<file path="src/rtl/video_pkg.sv">
// Shared raster timing defaults (640x400@70) and coordinate types for the
// scan-out path.
package video_pkg;

  localparam int DEF_H_ACTIVE = 640;
  localparam int DEF_H_FP     = 16;
  localparam int DEF_H_SYNC   = 96;
  localparam int DEF_H_BP     = 48;
  localparam int DEF_V_ACTIVE = 400;
  localparam int DEF_V_FP     = 12;
  localparam int DEF_V_SYNC   = 2;
  localparam int DEF_V_BP     = 35;

  typedef logic [9:0] coord_t;

  function automatic int h_total(input int active, input int fp, input int sync, input int bp);
    return active + fp + sync + bp;
  endfunction

  function automatic int v_total(input int active, input int fp, input int sync, input int bp);
    return active + fp + sync + bp;
  endfunction

endpackage

</file>
<file path="src/rtl/video_raster_counter.sv">
// Tick-driven h/v raster position counter. Exposes the position it will hold
// after the current cycle so callers can register outputs in step with it.
module video_raster_counter
  import video_pkg::*;
#(
  parameter int H_TOTAL = 800,
  parameter int V_TOTAL = 449,
  parameter int H_INIT  = 0,
  parameter int V_INIT  = 0
) (
  input  logic   i_clock,
  input  logic   i_reset,
  input  logic   tick,
  output coord_t next_h,
  output coord_t next_v
);

  coord_t h;
  coord_t v;

  always_comb begin
    next_h = h;
    next_v = v;
    if (tick) begin
      if (h == coord_t'(H_TOTAL - 1)) begin
        next_h = '0;
        next_v = (v == coord_t'(V_TOTAL - 1)) ? '0 : v + coord_t'(1);
      end else begin
        next_h = h + coord_t'(1);
      end
    end
  end

  always_ff @(posedge i_clock) begin
    if (i_reset) begin
      h <= coord_t'(H_INIT);
      v <= coord_t'(V_INIT);
    end else begin
      h <= next_h;
      v <= next_v;
    end
  end

endmodule

</file>
<file path="src/rtl/video_scanout_timing.sv">
// Raster timing generator and pixel scan-out stage. Fetch coordinates run a
// fixed lead ahead of the beam so the upstream pixel fetch is ready in time.
module video_scanout_timing
  import video_pkg::*;
#(
  parameter int   CLOCK_DIV   = 4,
  parameter int   H_ACTIVE    = DEF_H_ACTIVE,
  parameter int   H_FP        = DEF_H_FP,
  parameter int   H_SYNC      = DEF_H_SYNC,
  parameter int   H_BP        = DEF_H_BP,
  parameter int   V_ACTIVE    = DEF_V_ACTIVE,
  parameter int   V_FP        = DEF_V_FP,
  parameter int   V_SYNC      = DEF_V_SYNC,
  parameter int   V_BP        = DEF_V_BP,
  parameter int   SCALE_SHIFT = 1,
  parameter int   LEAD_PIXELS = 4,
  parameter logic HSYNC_POL   = 1'b0,
  parameter logic VSYNC_POL   = 1'b1
) (
  input  logic        i_clock,
  input  logic        i_reset,
  output logic        o_video_request,
  output logic [8:0]  o_video_pos_x,
  output logic [8:0]  o_video_pos_y,
  input  logic [31:0] i_video_rdata,
  output logic        o_hsync,
  output logic        o_vsync,
  output logic        o_data_enable,
  output logic [23:0] o_rgb,
  output logic        o_vblank,
  output logic        o_frame_start
);

  localparam int H_TOTAL = h_total(H_ACTIVE, H_FP, H_SYNC, H_BP);
  localparam int V_TOTAL = v_total(V_ACTIVE, V_FP, V_SYNC, V_BP);
  localparam int LEAD    = LEAD_PIXELS << SCALE_SHIFT;
  localparam int DIV_W   = $clog2(CLOCK_DIV);

  localparam coord_t H_ACT_C  = coord_t'(H_ACTIVE);
  localparam coord_t V_ACT_C  = coord_t'(V_ACTIVE);
  localparam coord_t HS_START = coord_t'(H_ACTIVE + H_FP);
  localparam coord_t HS_END   = coord_t'(H_ACTIVE + H_FP + H_SYNC);
  localparam coord_t VS_START = coord_t'(V_ACTIVE + V_FP);
  localparam coord_t VS_END   = coord_t'(V_ACTIVE + V_FP + V_SYNC);

  logic [DIV_W-1:0] div;
  logic             tick;
  coord_t           dh_next, dv_next, fh_next, fv_next;
  logic             de_next, hs_next, vs_next;
  logic             unused_rdata_hi;

  assign tick            = (div == DIV_W'(CLOCK_DIV - 1));
  assign unused_rdata_hi = ^i_video_rdata[31:24];

  always_ff @(posedge i_clock) begin
    if (i_reset || tick) begin
      div <= '0;
    end else begin
      div <= div + DIV_W'(1);
    end
  end

  video_raster_counter #(
    .H_TOTAL(H_TOTAL), .V_TOTAL(V_TOTAL), .H_INIT(0), .V_INIT(0)
  ) u_display (
    .i_clock(i_clock), .i_reset(i_reset), .tick(tick),
    .next_h(dh_next), .next_v(dv_next)
  );

  // Fetch counter starts LEAD ticks ahead and shares the tick, so the lead is permanent.
  video_raster_counter #(
    .H_TOTAL(H_TOTAL), .V_TOTAL(V_TOTAL),
    .H_INIT(LEAD % H_TOTAL), .V_INIT(LEAD / H_TOTAL)
  ) u_fetch (
    .i_clock(i_clock), .i_reset(i_reset), .tick(tick),
    .next_h(fh_next), .next_v(fv_next)
  );

  assign de_next = (dh_next < H_ACT_C) && (dv_next < V_ACT_C);
  assign hs_next = (dh_next >= HS_START) && (dh_next < HS_END);
  assign vs_next = (dv_next >= VS_START) && (dv_next < VS_END);

  always_ff @(posedge i_clock) begin
    if (i_reset) begin
      o_video_request <= 1'b0;
      o_video_pos_x   <= '0;
      o_video_pos_y   <= '0;
      o_hsync         <= ~HSYNC_POL;
      o_vsync         <= ~VSYNC_POL;
      o_data_enable   <= 1'b0;
      o_rgb           <= '0;
      o_vblank        <= 1'b0;
      o_frame_start   <= 1'b0;
    end else begin
      o_video_request <= (fh_next < H_ACT_C) && (fv_next < V_ACT_C);
      o_video_pos_x   <= 9'(fh_next >> SCALE_SHIFT);
      o_video_pos_y   <= 9'(fv_next >> SCALE_SHIFT);
      o_frame_start   <= tick && (dh_next == '0) && (dv_next == '0);
      // Beam-side outputs move only with the pixel tick; pixel data is sampled here too.
      if (tick) begin
        o_data_enable <= de_next;
        o_rgb         <= de_next ? i_video_rdata[23:0] : 24'h0;
        o_hsync       <= hs_next ? HSYNC_POL : ~HSYNC_POL;
        o_vsync       <= vs_next ? VSYNC_POL : ~VSYNC_POL;
        o_vblank      <= (dv_next >= V_ACT_C);
      end
    end
  end

endmodule

</file>
<file path="config.mk">
export PLATFORM = sky130hd
export DESIGN_NAME = video_scanout_timing
export DESIGN_NICKNAME = d
export VERILOG_FILES = /design/src/rtl/video_pkg.sv /design/src/rtl/video_raster_counter.sv /design/src/rtl/video_scanout_timing.sv
export SDC_FILE = /design/constraint.sdc
export NUM_CORES = 1
export LEC_CHECK = 0
export ABC_CLOCK_PERIOD_IN_PS = 5810
export BUFFER_PORTS_ARGS = -buffer_cell sky130_fd_sc_hd__buf_4
export CELL_PAD_IN_SITES_DETAIL_PLACEMENT = 1
export CELL_PAD_IN_SITES_GLOBAL_PLACEMENT = 1
export CORE_ASPECT_RATIO = 0.75
export CORE_MARGIN = 2
export CORE_UTILIZATION = 43
export CTS_CLUSTER_DIAMETER = 80
export DETAILED_ROUTE_END_ITERATION = 8
export GPL_TIMING_DRIVEN = 0
export PLACE_DENSITY = 0.87
export SETUP_SLACK_MARGIN = 0.3
export SLEW_MARGIN = 20
export SYNTH_ARGS = -nofsm -noshare
export SYNTH_HDL_FRONTEND = slang
export SYNTH_SLANG_ARGS = --single-unit
</file>
<file path="constraint.sdc">
create_clock -name i_clock -period 5.81 [get_ports i_clock]
set_input_delay 1.162 -clock i_clock [delete_from_list [all_inputs] [get_ports i_clock]]
set_output_delay 1.162 -clock i_clock [all_outputs]
set_load 0.1 [all_outputs]
</file>
### Word-level counts from Yosys, hierarchy flattened

Cells that the tools add are included.

* equal/unequal tests: 5
* reductions and logical operators: 9
* add/subtract/negate cells: 5
* muxes and demuxes: 13
* order comparisons: 9

Operator list (count)
* $mux W10: 10
* $add A10 B1 Y10 const B: 4
* $lt A10 B10 Y1 const B: 3
* $lt A10 B9 Y1 const B: 3
* $mux W24: 1
* $eq A10 B10 Y1 const B: 2
* $eq A10 B9 Y1 const B: 2
* $ge A10 B9 Y1 const B: 2
* $logic_not A10 Y1: 2
* $ge A10 B10 Y1 const B: 1
* $logic_and A1 B1 Y1: 6
* $add A2 B1 Y2 const B: 1
* $eq A2 B2 Y1 const B: 1
* $mux W1: 2
* $logic_or A1 B1 Y1: 1

* flip-flop bits (word level): 90
* logic and storage cells: 55
* bits of input ports: 34
* output and inout bits: 48

### Depth between registers and ports, before layout

* depth after elaboration: 7
* mapped depth: 9
* gate-level depth less buffers: 8

### Hierarchy

From an unflattened synthesis, not the netlist that was laid out.

* cells, all modules: 408
* area total of the unflattened synthesis: 3817.4 µm²

Modules (own cells, without submodules)
* video_scanout_timing: sequential area each 1001.0 µm², cells each 132, instances 1, area an instance 1619.1 µm²
* video_raster_counter at u_fetch: sequential area each 400.4 µm², cells each 138, instances 1, area an instance 1099.8 µm²
* video_raster_counter at u_display: sequential area each 400.4 µm², cells each 138, instances 1, area an instance 1098.6 µm²

### Worst setup path after synthesis

OpenSTA, ideal clock, no wires.

* path kind: register -> register
* from: register u_display.h[0]
* to: register o_rgb[8]
* stages on the path, launching flop included: 9
* clock period less this slack: 2.586 ns
* required time: 5.691 ns
* library setup time: 0.119 ns
* arrival: 2.467 ns
* buffers on the path: 1
* path slack: 3.224 ns
* path through: dfxtp_1 -> ha_1 -> nand4bb_4 -> or3_4 -> or4_1 -> a22oi_2 -> a2111oi_4 -> buf_6 -> a22o_2

* cells in the longest elaborated chain, start to end: 6
* elaborated cells on any way between the ends: 10
* classes of those cells: add/sub (1); order compare (2); eq/ne (1); mux (5); reduce/logical (1)

Ends and longest elaborated chain
* start: declaration: line video_raster_counter.sv:18 `coord_t h;`
* start signal: assignment: line video_raster_counter.sv:36 `h <= coord_t'(H_INIT);`
* start signal: assignment: line video_raster_counter.sv:39 `h <= next_h;`
* $add A10 B1 Y10 / $eq A10 B10 Y1 (equally long branches): line video_raster_counter.sv:29, video_raster_counter.sv:25
* $mux W10: line video_raster_counter.sv:25 `if (h == coord_t'(H_TOTAL - 1)) begin`
* $mux W10: line video_raster_counter.sv:24 `if (tick) begin`
* $lt A10 B10 Y1 / $lt A10 B9 Y1 (equally long branches): line video_scanout_timing.sv:79 `assign de_next = (dh_next < H_ACT_C) && (dv_next < V_ACT_C);`
* $logic_and A1 B1 Y1 (*): line video_scanout_timing.sv:79
* $mux W24 (*): line video_scanout_timing.sv:102 `o_rgb <= de_next ? i_video_rdata[23:0] : 24'h0;`
* end signal: assignment: line video_scanout_timing.sv:102
* end: declaration: line video_scanout_timing.sv:29 `output logic [23:0] o_rgb,`

Mark *: on every way between the ends. The rest lies on a longest branch, timed or not.
A chain may end at the register's enable or synchronous reset.

### Final worst setup path

* from: register u_display.h[0]
* to: register o_rgb[6]

The elaborated chain is that of the path after synthesis.

==> metrics.md <==
| Metric | Value |
|---|---|
| Worst-path clk slew | approximately 0.08 ns |
| Synth Warn # | 0 |
| Reg2Reg Setup Slack | 2.85 ns |
| Wire per inst | 17.3 µm |
| Top Ports | 82 |
| Post-CTS sizing | 0 |
| Share of synthesized flip-flops with an asynchronous set or reset | 0% |
| Max Slew Vio Count | 0 |
| Crit-path max cell delay | 0.59 ns |
| Most frequent cells in the layout | 89 x buf_4, 73 x dfxtp_1, 41 x nor2_1 |
| Core Area | 0.00799 mm² |
| Share of the synthesized area in the top cell type | 40.7% |
| Sequential fraction of design power | between 40% and 50% |
| Final Hold Fails | 0 |
| Met2 Wirelength | approximately 4500 µm |
| Least-Margin Pin Slew | 0.691 ns |
| FF-to-FF path depth | 8 |
| Post-CTS setup buffers | 0 |
| Worst Hold Path Cells | 1 |
| Net Sw Frac | 29.1% |
| RSZ-0062 raised after global routing | false |
| Maxcap violations | 0 |
| DIE AREA | 0.00911 mm² |
| Router iterations before antenna repair | 4 |
| Vias in the first global route | roughly 3,200 |
| HP Start | div[0] |
| Final wirelength | 10,100 µm |
| Slew HR | ~54% |
| Worst Clk Skew | about 0.010 ns |
| RR Startpoint | u_display.h[0] |
| Post-route DRC | 0 |
| Yosys top cell by area | dfxtp_1 |
| Worst ir drop on vdd | 0.000121 V |
| CTS Hold Bufs | 0 |
| Syn Area/Cell | 9.11 µm² |
| WS Path Type | reg2reg |
| Total CTS buffers | 9 |
| Setup violators final | 0 |
| Wl on met1 | 4860 µm |
| Synth Net Count | 435 |
| CTS sink cnt | 73 |
| CTS tree | yes |
| Starting Density | between 40% and 50% |
| Met3 wire len | 712 µm |
| CP Data Arrival Time | around 3.3 ns |
| DR top layer | met4 |
| Crit. End Element | register |
| CP Buf/Inv Count | 1 |
| Area Overhead vs Synth | 24.2% |
| Synth unique cells | 65 |
| Final GP Congestion | 0.887 |
| Total placed cells including tap cells | 571 |
| Commonest non-fill, non-tap cell in the layout | buf_4 |
| Register area share after synthesis | between 40% and 50% |
| HP Class | reg2reg |
| Final min period | 2.96 ns |
| Worst path required time | about 6 ns |
| Crit path depth | 8 |
| Synth Register Bits | 73 |
| Max frequency | about 340 MHz |
| GRT Util Overall | 22.7% |
| Die X | 110 µm |
| Reg2reg end | o_rgb[6] |
| Remaining Overflow, GRT | 0 |
| PortBufs | a little over 70 |
| CTS Buffer Depth | 2 |
| Pwr Total | 1.06 mW |
| DR vias/cell | 5.53 |
| Later-pin clock latency in the skew report | approximately 0.35 ns |
| Final layout net count | 518 |
| Synth Instances | 394 |
| Synthesized cell area | 0.00359 mm² |
| Share of layout cells above drive strength 1 | 28.6% |
| Worst Hold End | div[0] |
| Total power divided by cell area | 238 mW/mm² |
| Switching pwr | 309 µW |
| Pint | 754 µW |
| Ant. Diodes | 0 |
| CP cell instances | ha_1, nand4bb_4, or3_4, a22oi_1, a22oi_2, a2111oi_4, buf_6, a22o_1 |
| Leakage | approximately 1.8 nW |
| Post-synth EDFFs | 0 |
| Row cnt | 28 |
| Post-synth top flop | dfxtp_1 |
| Clk network pwr share | 37.6% |
| Largest net degree at the start of global routing | 14 |
| Worst-path fanout max | 10 |
| Fin crit share | 51.0% |
| Post-Layout Cell Count | between 500 and 600 |
| Setup TNS | 0 ns |
| DR iter-0 viols | 242 |
| Crit path max-delay family | compound AO/OA/AOI/OAI gates |
| Die height | 83.1 µm |
| Slowest CP cell | a2111oi_4 |
| Run status | complete, no violations |
| Part of the power in combinational logic | 13.3% |
| DP HPWL | 7570 µm |
| Depth of the CTS H-tree | 3 |
| Post-route ant nets | 0 |
| CTS Root Cell | clkbuf_8 |
| Initial antenna violation count | 0 |
| First-pass GRT wire length | 16,400 µm |
| Startpoint types | register |
| Total vias in the final route | about 3,200 |
| Top cells by area, synth | dfxtp_1 41%, nor2_1 4.3%, a22o_2 3.9%, xnor2_1 3.9%, buf_4 3.6% |
through the flow:
stage	worst slack, ns	cell area (µm²)	util (%)	hold slack, ns
6_report	2.85	4460	55.8	0.449
5_1_grt	2.52	4460	55.8	0.469
4_1_cts	2.84	4460	55.8	0.455
3_5_place_dp	2.87	4260	53.4	0.442
3_3_place_gp	3.01	4260	53.4	0.415
2_1_floorplan	3.22	3590	-	0.404
sequential cells by signal (all words and copies together) (netlist names):
register and cells:
u_fetch.h 3, div 2, o_frame_start 1, o_data_enable 1, u_display.v 10, o_hsync 1
o_vblank 1, o_video_request 1, o_video_pos_x 8, u_display.h 10, u_fetch.v 10, o_vsync 1
o_rgb 24
layout make-up:
cell class / count / area (µm²)
clock buffers: 10 / 128
repair buffers: 72 / 541
clock inverters: 6 / 68.8
plain buffers: 36 / 233
fillers: 953 / 3530
flip-flops and latches: 73 / 1460
inverters: 9 / 33.8
well taps: 105 / 131
multi-input cells: 276 / 1860
power by group through the flow:
| stage | Clock [mW] | Combinational, mW | Sequential [mW] |
|---|---|---|---|
| 2_1_floorplan | 0 | 0.0383 | 0.595 |
| 3_3_place_gp | 0 | 0.139 | 0.533 |
| 3_5_place_dp | 0 | 0.142 | 0.534 |
| 4_1_cts | 0.410 | 0.143 | 0.522 |
| 5_1_grt | 0.433 | 0.150 | 0.523 |
| 6_report | 0.399 | 0.142 | 0.522 |
Yosys cell counts, drive strengths merged, types with 7 or more instances:
library cell / n
dfxtp: 73
a22o: 25
ha: 7
a21oi: 14
xor2: 13
buf: 26
nor2: 41
nor3: 13
inv: 9
nand3: 18
and2: 8
nand2: 27
nand4: 8
xnor2: 16
and3: 9
o21ai: 8
clkbuf: 10
worst reg2reg max path, stage by stage, from the launching register on:
cell and delay (ns):
dfxtp_1 0.44, ha_1 0.33, nand4bb_4 0.19, or3_4 0.43, a22oi_1 0.36, a22oi_2 0.17, a2111oi_4 0.59, buf_6 0.22
a22o_1 0.16
kinds of logic after synthesis:
family,after synthesis,synth area share (%)
AO/OA/AOI/OAI,81,18.3
XOR/XNOR,29,7.07
adder cells (fa/ha/maj),7,2.44
buffers and inverters,45,7.42
flip-flops,73,40.7
multiplexers,2,0.592
AND/OR/NAND/NOR,157,23.4
how the worst max path moves through the flow:
| stage | from | to | slack (ns) |
|---|---|---|---|
| 3_5_place_dp | u_display.h[0] | o_rgb[6] | 2.87 |
| 6_report | u_display.h[0] | o_rgb[6] | 2.85 |
| 2_1_floorplan | u_display.h[0] | o_rgb[8] | 3.22 |
| 4_1_cts | u_display.h[0] | o_rgb[6] | 2.84 |
| 5_1_grt | u_display.v[0] | o_rgb[6] | 2.52 |
| 3_3_place_gp | u_display.h[0] | o_rgb[9] | 3.01 |
metal layers:
layer  track usage (%)  up-vias
met2              35.7       90
met5                 0        -
li1                  -     1571
met1              31.3     1578
met4              4.72        0
met3              6.12        7
(Power assumes the default switching activity.)
